==> src/rtl/lfsr_decrypt_ctrl.sv <==
// lfsr_decrypt_ctrl: recovers the LFSR seed and tap pattern of the
// encrypted message in data memory, decrypts it into addresses 0..MSG_LEN-1,
// and optionally strips the leading spaces.
//
// Optional feature macro: DECRYPT_SPACE_STRIP_EN
//   defined   -> leading-space counting and the COMPACT pass are built in.
//   undefined -> DECRYPT goes straight to DONE and space_ct is tied to 0.
//
// Ports:
//   clk, init_n           clock, asynchronous active-low reset
//   start                 begin a run (sampled only in IDLE)
//   busy, done            running / one-cycle completion pulse
//   err                   no tap pattern matched the preamble
//   tap_sel, space_ct     matched tap index, leading spaces removed
//   mem_addr/we/wdata     single-port memory request
//   mem_rdata             read data, valid one cycle after a read address

// One candidate tap pattern. It replays the LFSR from s_0 and drops out
// as soon as its prediction disagrees with a recovered preamble state.
module lfsr_trial (
  input  logic       clk,
  input  logic       init_n,
  input  logic       clr,
  input  logic       load,
  input  logic       step,
  input  logic [7:0] tap,
  input  logic [7:0] s,
  output logic       alive
);
  logic [7:0] trial, nxt;

  assign nxt = {trial[6:0], ^(trial & tap)};

  always_ff @(posedge clk or negedge init_n) begin
    if (!init_n) begin
      trial <= '0;
      alive <= 1'b1;
    end else if (clr) begin
      alive <= 1'b1;
    end else if (load) begin
      trial <= s;
    end else if (step) begin
      trial <= nxt;
      if (nxt != s) alive <= 1'b0;
    end
  end
endmodule

module lfsr_decrypt_ctrl #(
  parameter logic [7:0] MSG_BASE  = 8'd64,
  parameter logic [7:0] MSG_LEN   = 8'd64,
  parameter logic [7:0] PAD       = 8'hA0
`ifdef DECRYPT_SPACE_STRIP_EN
  , parameter logic [4:0] MAX_SPACE = 5'd25
`endif
) (
  input  logic       clk,
  input  logic       init_n,
  input  logic       start,
  output logic       busy,
  output logic       done,
  output logic       err,
  output logic [2:0] tap_sel,
  output logic [4:0] space_ct,
  output logic [7:0] mem_addr,
  output logic       mem_we,
  output logic [7:0] mem_wdata,
  input  logic [7:0] mem_rdata
);
  typedef enum logic [2:0] {
    S_IDLE, S_SEED, S_PICK, S_DEC, S_DONE
`ifdef DECRYPT_SPACE_STRIP_EN
    , S_CMP
`endif
  } state_t;

  // Tap ROM, index 0 is the rightmost entry.
  localparam logic [7:0][7:0] TAPS =
    {8'hF3, 8'hFA, 8'hB2, 8'hB4, 8'hB8, 8'hC6, 8'hD4, 8'hE1};

  function automatic logic [7:0] lfsr_step(input logic [7:0] s, input logic [7:0] t);
    return {s[6:0], ^(s & t)};
  endfunction

  state_t     state_q, state_d;
  logic       phase;          // 0 = address cycle, 1 = data/write cycle
  logic [7:0] idx;
  logic [7:0] s0, lfsr;
  logic [7:0] mask;
  logic [2:0] pick;
  logic [7:0] seed_val, plain;
  logic       seed_last, msg_last;

  assign seed_val  = mem_rdata ^ PAD;
  assign plain     = mem_rdata ^ lfsr;
  assign seed_last = (idx == 8'd8);
  assign msg_last  = (idx == MSG_LEN - 8'd1);
  assign busy      = (state_q != S_IDLE) && (state_q != S_DONE);
  assign done      = (state_q == S_DONE);

  for (genvar k = 0; k < 8; k++) begin : g_lane
    lfsr_trial u_lane (
      .clk   (clk),
      .init_n(init_n),
      .clr   (state_q == S_IDLE),
      .load  (state_q == S_SEED && phase && idx == 8'd0),
      .step  (state_q == S_SEED && phase && idx != 8'd0),
      .tap   (TAPS[k]),
      .s     (seed_val),
      .alive (mask[k])
    );
  end

  // Later matches overwrite earlier ones, so the highest surviving index wins.
  always_comb begin
    pick = 3'd0;
    for (int k = 0; k < 8; k++)
      if (mask[k]) pick = 3'(k);
  end

`ifdef DECRYPT_SPACE_STRIP_EN
  logic [4:0] space_ct_q, sc_nxt;
  logic       sp_run, space_hit;
  logic [7:0] cmp_src;
  logic       cmp_in;

  // sp_run stays set only while every decrypted byte so far was a space.
  assign space_hit = sp_run && (plain[6:0] == 7'h20);
  assign sc_nxt    = space_ct_q + 5'(space_hit && (space_ct_q < MAX_SPACE));
  assign cmp_src   = idx + {3'b000, space_ct_q};
  assign cmp_in    = (cmp_src < MSG_LEN);
  assign space_ct  = space_ct_q;

  always_ff @(posedge clk or negedge init_n) begin
    if (!init_n) begin
      space_ct_q <= '0;
      sp_run     <= 1'b0;
    end else if (state_q == S_IDLE && start) begin
      space_ct_q <= '0;
      sp_run     <= 1'b1;
    end else if (state_q == S_DEC && phase) begin
      space_ct_q <= sc_nxt;
      if (!space_hit) sp_run <= 1'b0;
    end
  end
`else
  assign space_ct = '0;
`endif

  always_ff @(posedge clk or negedge init_n) begin
    if (!init_n) state_q <= S_IDLE;
    else         state_q <= state_d;
  end

  always_comb begin
    state_d   = state_q;
    mem_addr  = '0;
    mem_we    = 1'b0;
    mem_wdata = '0;
    case (state_q)
      S_IDLE: if (start) state_d = S_SEED;
      S_SEED: begin
        mem_addr = MSG_BASE + idx;
        if (phase && seed_last) state_d = S_PICK;
      end
      S_PICK: state_d = (|mask) ? S_DEC : S_DONE;
      S_DEC: begin
        if (!phase) begin
          mem_addr = MSG_BASE + idx;
        end else begin
          mem_addr  = idx;
          mem_we    = 1'b1;
          mem_wdata = plain;
`ifdef DECRYPT_SPACE_STRIP_EN
          if (msg_last) state_d = (sc_nxt == 5'd0) ? S_DONE : S_CMP;
`else
          if (msg_last) state_d = S_DONE;
`endif
        end
      end
`ifdef DECRYPT_SPACE_STRIP_EN
      S_CMP: begin
        // Past the end of the shifted message the address cycle is idle.
        if (!phase) begin
          mem_addr = cmp_in ? cmp_src : idx;
        end else begin
          mem_addr  = idx;
          mem_we    = 1'b1;
          mem_wdata = cmp_in ? mem_rdata : 8'h20;
          if (msg_last) state_d = S_DONE;
        end
      end
`endif
      S_DONE:  state_d = S_IDLE;
      default: state_d = S_IDLE;
    endcase
  end

  always_ff @(posedge clk or negedge init_n) begin
    if (!init_n) begin
      phase   <= 1'b0;
      idx     <= '0;
      s0      <= '0;
      lfsr    <= '0;
      tap_sel <= '0;
      err     <= 1'b0;
    end else begin
      case (state_q)
        S_IDLE: begin
          phase <= 1'b0;
          idx   <= '0;
          if (start) begin
            err     <= 1'b0;
            tap_sel <= '0;
          end
        end
        S_SEED: begin
          phase <= ~phase;
          if (phase) begin
            idx <= seed_last ? 8'd0 : idx + 8'd1;
            if (idx == 8'd0) s0 <= seed_val;
          end
        end
        S_PICK: begin
          phase <= 1'b0;
          idx   <= '0;
          if (|mask) begin
            tap_sel <= pick;
            lfsr    <= s0;
          end else begin
            err <= 1'b1;
          end
        end
        S_DEC: begin
          phase <= ~phase;
          if (phase) begin
            lfsr <= lfsr_step(lfsr, TAPS[tap_sel]);
            idx  <= msg_last ? 8'd0 : idx + 8'd1;
          end
        end
`ifdef DECRYPT_SPACE_STRIP_EN
        S_CMP: begin
          phase <= ~phase;
          if (phase) idx <= msg_last ? 8'd0 : idx + 8'd1;
        end
`endif
        default: ;
      endcase
    end
  end
endmodule
==> config.mk <==
export PLATFORM = sky130hd
export DESIGN_NAME = lfsr_decrypt_ctrl
export DESIGN_NICKNAME = d
export VERILOG_FILES = /design/src/rtl/lfsr_decrypt_ctrl.sv
export SDC_FILE = /design/constraint.sdc
export NUM_CORES = 1
export LEC_CHECK = 0
export CAP_MARGIN = 15
export CORE_MARGIN = 4
export CORE_UTILIZATION = 55
export DETAILED_ROUTE_END_ITERATION = 16
export MAX_ROUTING_LAYER = met4
export PLACE_DENSITY = 0.81
export REMOVE_ABC_BUFFERS = 1
export SLEW_MARGIN = 25
export SYNTH_ARGS = -nofsm -noshare
export SYNTH_HDL_FRONTEND = slang
export SYNTH_SLANG_ARGS = --single-unit
==> constraint.sdc <==
create_clock -name clk -period 4.8 [get_ports clk]
set_input_delay 0.48 -clock clk [delete_from_list [all_inputs] [get_ports clk]]
set_output_delay 0.48 -clock clk [all_outputs]
set_load 0.02 [all_outputs]
# After elaboration in Yosys (flattened, before gate mapping)
# Memories as Yosys holds them, arrays and structs flattened.
# Cells that the tools add are included.
# classes
mul	0
magnitude_cmp	1
eq_ne	23
n_bitwise	5
shifts	0
n_reduce_logical	50
div	0
muxes	83
add_sub_neg	2
# ops
operator	count
$mux 8	26
$reduce_xor 8->1	9
$ne 8x8->1	8
$reduce_and 3->1	13
$mux 1	37
$mux 3	11
$pmux 8 s2	2
$reduce_bool 2->1	13
$pmux 8 s3	1
$ne 2x2->1 const B	6
$pmux 3 s4	1
$add 7x8->8 const A	1
$add 8x1->8 const B	1
$and 8x8->8	1
$eq 8x4->1 const B	1
$eq 8x6->1 const B	1
$logic_not 8->1	1
$reduce_bool 8->1	1
$reduce_or 8->1	1
$xor 8x8->8	1
$eq 3x2->1 const B	2
$pmux 3 s2	1
$reduce_bool 3->1	2
$logic_and 1x1->1	5
other kinds (13)	18
# word_totals
romBits	64
regBits	104
ramBits	0
out_inout_bits	28
latchBits	0
in_bits	11
elab_cells	188
mem_count	1
# memory_table
name	depth	width	rd	rd_clocked_by_memory_dff	write_ports	line_no	rtl
(no name shown)	8	8	1	0	0	237	lfsr <= lfsr_step(lfsr, TAPS[tap_sel]);

# Depth between registers and ports, before layout
# depth
ltp_word	9
mapped_depth	10
depth_no_buf	8

# Cells and area by module
# From an unflattened synthesis, not the netlist that was laid out.
# hier_totals
hier_cells	754
hier_area_um2	7016.7
# modules_own_cells
module	area_each_um2	cells_per_inst	seq_area_each_um2	instances
lfsr_trial	611.8	65	226.5	8
lfsr_decrypt_ctrl	2122.0	234	800.8	1

# Worst setup path after synthesis
# No wires, ideal clock.
# synth_path
kind	register to register
start	reg tap_sel[0]
end	reg lfsr[0]
path_slack_ns	2.957
arrival_time_ns	1.708
setup_ns	0.136
n_path_buf	0
period_less_slack_ns	1.843
path_stages_with_launch	9
required_time_ns	4.664
path_cell_list	dfrtp_1 > inv_1 > ha_1 > mux2_2 > nand2_1 > xnor2_1 > xnor2_1 > xnor2_1 > o21ai_0
# synth_between
elab_chain_len	6
# synth_rtl
element	line_no	rtl
from (decl)	63	output logic [2:0] tap_sel,
from (signal assigned)	228	tap_sel <= pick;
$mem_v2 8x8	-	
$mux 8 (not written as such)	237	
$and 8x8->8	82	return {s[6:0], ^(s & t)};
$reduce_xor 8->1	82	
$mux 8	236	if (phase) begin
$pmux 8 s2	208	case (state_q)
to (signal assigned)	237	
to (decl)	88	logic [7:0] s0, lfsr;
# No other way between the ends. The select of a mux whose other input is x is not followed.
# A chain may end at the register's enable or synchronous reset.

# Worst setup path after layout
# layout_path
start	reg state_q[1]
end	out mem_wdata[0]
# layout_between
elab_chain_len	2
# layout_rtl
element	line_no	rtl
from (decl)	85	state_t state_q, state_d;
from (signal assigned)	152	else state_q <= state_d;
$eq 3x2->1	160	case (state_q)
$mux 8	160	
to (decl)	67	output logic [7:0] mem_wdata,
# No other way between the ends.

==> reports/metrics.yaml <==
routing:
  wl_per_cell_um: 16.7
  viasPerCell: 5.74
  ant_nets: 0
  num_vias: 4765
  drt-initial-drc-count: 355
  dr.pass1.iters: 5
  drc: 0
  wirelength_um: 13900
clocking:
  cts_root_buf: "clkbuf_8"
  hold_buffers: 0
  post_cts_buffers: 0
  numCtsBuffers: 9
  cts.clk_slew.worst_paths_ns: 0.10
  htreeDepth: 3
  insertion_delay_ns: 0.37
  cts_tree: "yes"
  cts.sinks: 104
  cts_resized: 0
  clockBufferDepth: 2
global_route:
  gr-total-overflow: 0
  grt_pass1_vias: 4613
  grt_start_max_net_pins: 129
  antenna_found_initial: 0
  track_usage_pct: 22.9
  grt_pass1_wl_um: 23200
layout:
  fin_cells: 830
  post-route-util_pct: 60.5
  fin_area_um2: 6530
  drive_above_1_share_pct: 7.97
  fill_cells: 948
  syn2layout_area_growth_pct: 7.79
  nets: 703
  antenna_cells: 0
timing:
  rsz0062_at_grt: "no"
  fmax_ghz: 0.333
  worst_pin_slew_ns: 0.825
  setup_viol: 0
  slew_violations: 0
  hold_violations: 0
  slew_headroom_pct: 44.8
  skew_ns: 0.0173
  setup-tns-final_ns: 0
  fin_crit_ns: 3.00
  min_period_over_period_pct: 62.5
critical_path:
  critical_path.max_fanout: 16
  end_kind: "output port"
  worst_setup_path_start_kind: "flop"
  r2r_setup_slack_ns: 2.18
  crit_type: "flop to output port"
  cp.arrival_ns: 2.52
  required_ns: 4.32
synthesis:
  synth_top_cell_area_share_pct: 39.7
  yosys.area.top_type: "dfrtp_1"
  ys_top_cells_by_area: "dfrtp_1 (40%), xnor2_1 (11%), nand2_1 (6.2%)"
  yosysMostFrequentCell: "nand2_1"
  ys.flop_type: "dfrtp_1"
  syn-cell-area_um2: 6060
  ys_seq_area_share_pct: 43.1
  postSynthAreaPerCell_um2: 8.92
  synth_commonest_cells: "nand2_1 (100), dfrtp_1 (96), xnor2_1 (75)"
  ys_seq_elements: 104
  synth_enable_flop_cells: 0
  yosysWarningCount: 0
  async_flop_share_pct: 100
  synth_cell_type_count: 48
  syn_inst: 679
flow_run:
  maxCapViolations: 0
floorplan:
  fp-row-count: 38
  core_area_um2: 10800
  die_x_um: 113
  dieArea_um2: 12800
  initial_core_util_pct: 56.1
  ios: 39
  die-height_um: 113
place:
  io_buffers: 33
  routabilityCongestion: 0.905
  dpl.hpwl_um: 9510
  place_area_um2: 6360
  placed_cells: 815
min_path:
  holdCritPathClass: "input port to asynchronous set/reset pin"
power_and_ir_drop:
  p_leak_nw: 2.76
  peakVddDrop_mv: 0.413
  power_density_nw_per_um2: 718
status:
  status: "completed"
kinds of logic (layout without fill, tap and decap cells):
logic type | Yosys count | after routing | share of synthesized area (%)
muxes | 17 | 17 | 3.04
adders and majority gates | 6 | 6 | 1.24
other | 1 | 5 | 0.0619
AOI/OAI and AO/OA | 171 | 171 | 15.1
DFF | 104 | 104 | 43.1
and+or+nand+nor | 205 | 205 | 15.6
xor gates and xnor gates | 112 | 112 | 16.2
buffers and inverters | 63 | 70 | 5.56
final cells by class:
class | instances | area (um2) | area share [%]
flip-flops and latches | 104 | 2610 | 40.0
inverters | 13 | 48.8 | 0.748
repair buffers | 42 | 399 | 6.11
well taps | 140 | 175 | 2.68
clock buffers | 9 | 124 | 1.90
multi-input cells | 516 | 3120 | 47.9
clock inverters | 6 | 43.8 | 0.671
sequential cells by signal (all words and copies together) (netlist names):
| register | flops |
|---|---|
| idx | 8 |
| tap_sel | 3 |
| lfsr | 8 |
| s0 | 8 |
| phase | 1 |
| state_q | 3 |
| g_lane.u_lane.alive | 8 |
| g_lane.u_lane.trial | 64 |
| err | 1 |
metrics by stage:
step,worst slack (ns),power (W),hold WS (ns)
detailed placement,1.97,0.00419,0.476
global placement,2.01,0.00407,0.469
global route,1.62,0.00508,0.179
finish,1.80,0.00469,0.136
CTS,1.79,0.00469,0.153
floorplan,1.20,0.00352,0.184
where the power goes:
part | internal, W | leakage [nW] | switching (W) | total (W)
combinational | 0.00107 | 1.39 | 0.00139 | 0.00245
sequential | 0.00128 | 1.29 | 0.000457 | 0.00173
clock | 0.000190 | 0.0863 | 0.000312 | 0.000502
worst paths after layout:
path                             from  depth (start not counted)                   endpoint
min                            init_n                          1                    lfsr[6]
min reg2reg                     s0[5]                          2                      s0[5]
max in group asynchronous      init_n                          2  g_lane[4].u_lane.trial[5]
min in group clk                s0[5]                          2                      s0[5]
max reg2reg                    idx[0]                          8  g_lane[2].u_lane.trial[5]
max                        state_q[1]                          4               mem_wdata[0]
worst max-delay path, stage by stage, from the launching register on:
cell and delay (ns):
dfrtp_1 0.61, nor2b_1 0.33, nand3_1 0.37, nor2_1 0.22, clkdlybuf4s50_1 0.62
per-layer routing:
metal	vias to the layer above	track usage (%)	routed length, um
met5	-	-	0
met4	0	7.21	276
met3	29	3.37	902
met2	168	35.0	6500
met1	2278	31.9	6200
li1	2290	-	-
layout by cell type, fill, tap and decap left out, types with 4 or more instances in the layout:
cell and count:
a21oi_1 67, mux2i_1 6, nor3_1 9, inv_1 13, and3_1 4, conb_1 5
nor2_1 39, clkbuf_8 9, nor4_1 5, o31ai_1 10, o21ai_1 40, o21ai_0 43
buf_4 9, ha_1 6, and2_4 5, xnor2_1 75, xor2_1 37, nand3_1 13
nand4_1 11, dfrtp_1 96, clkdlybuf4s50_1 32, dfstp_2 8, nand2_1 100, mux2_2 11
(Power assumes the default switching activity.)
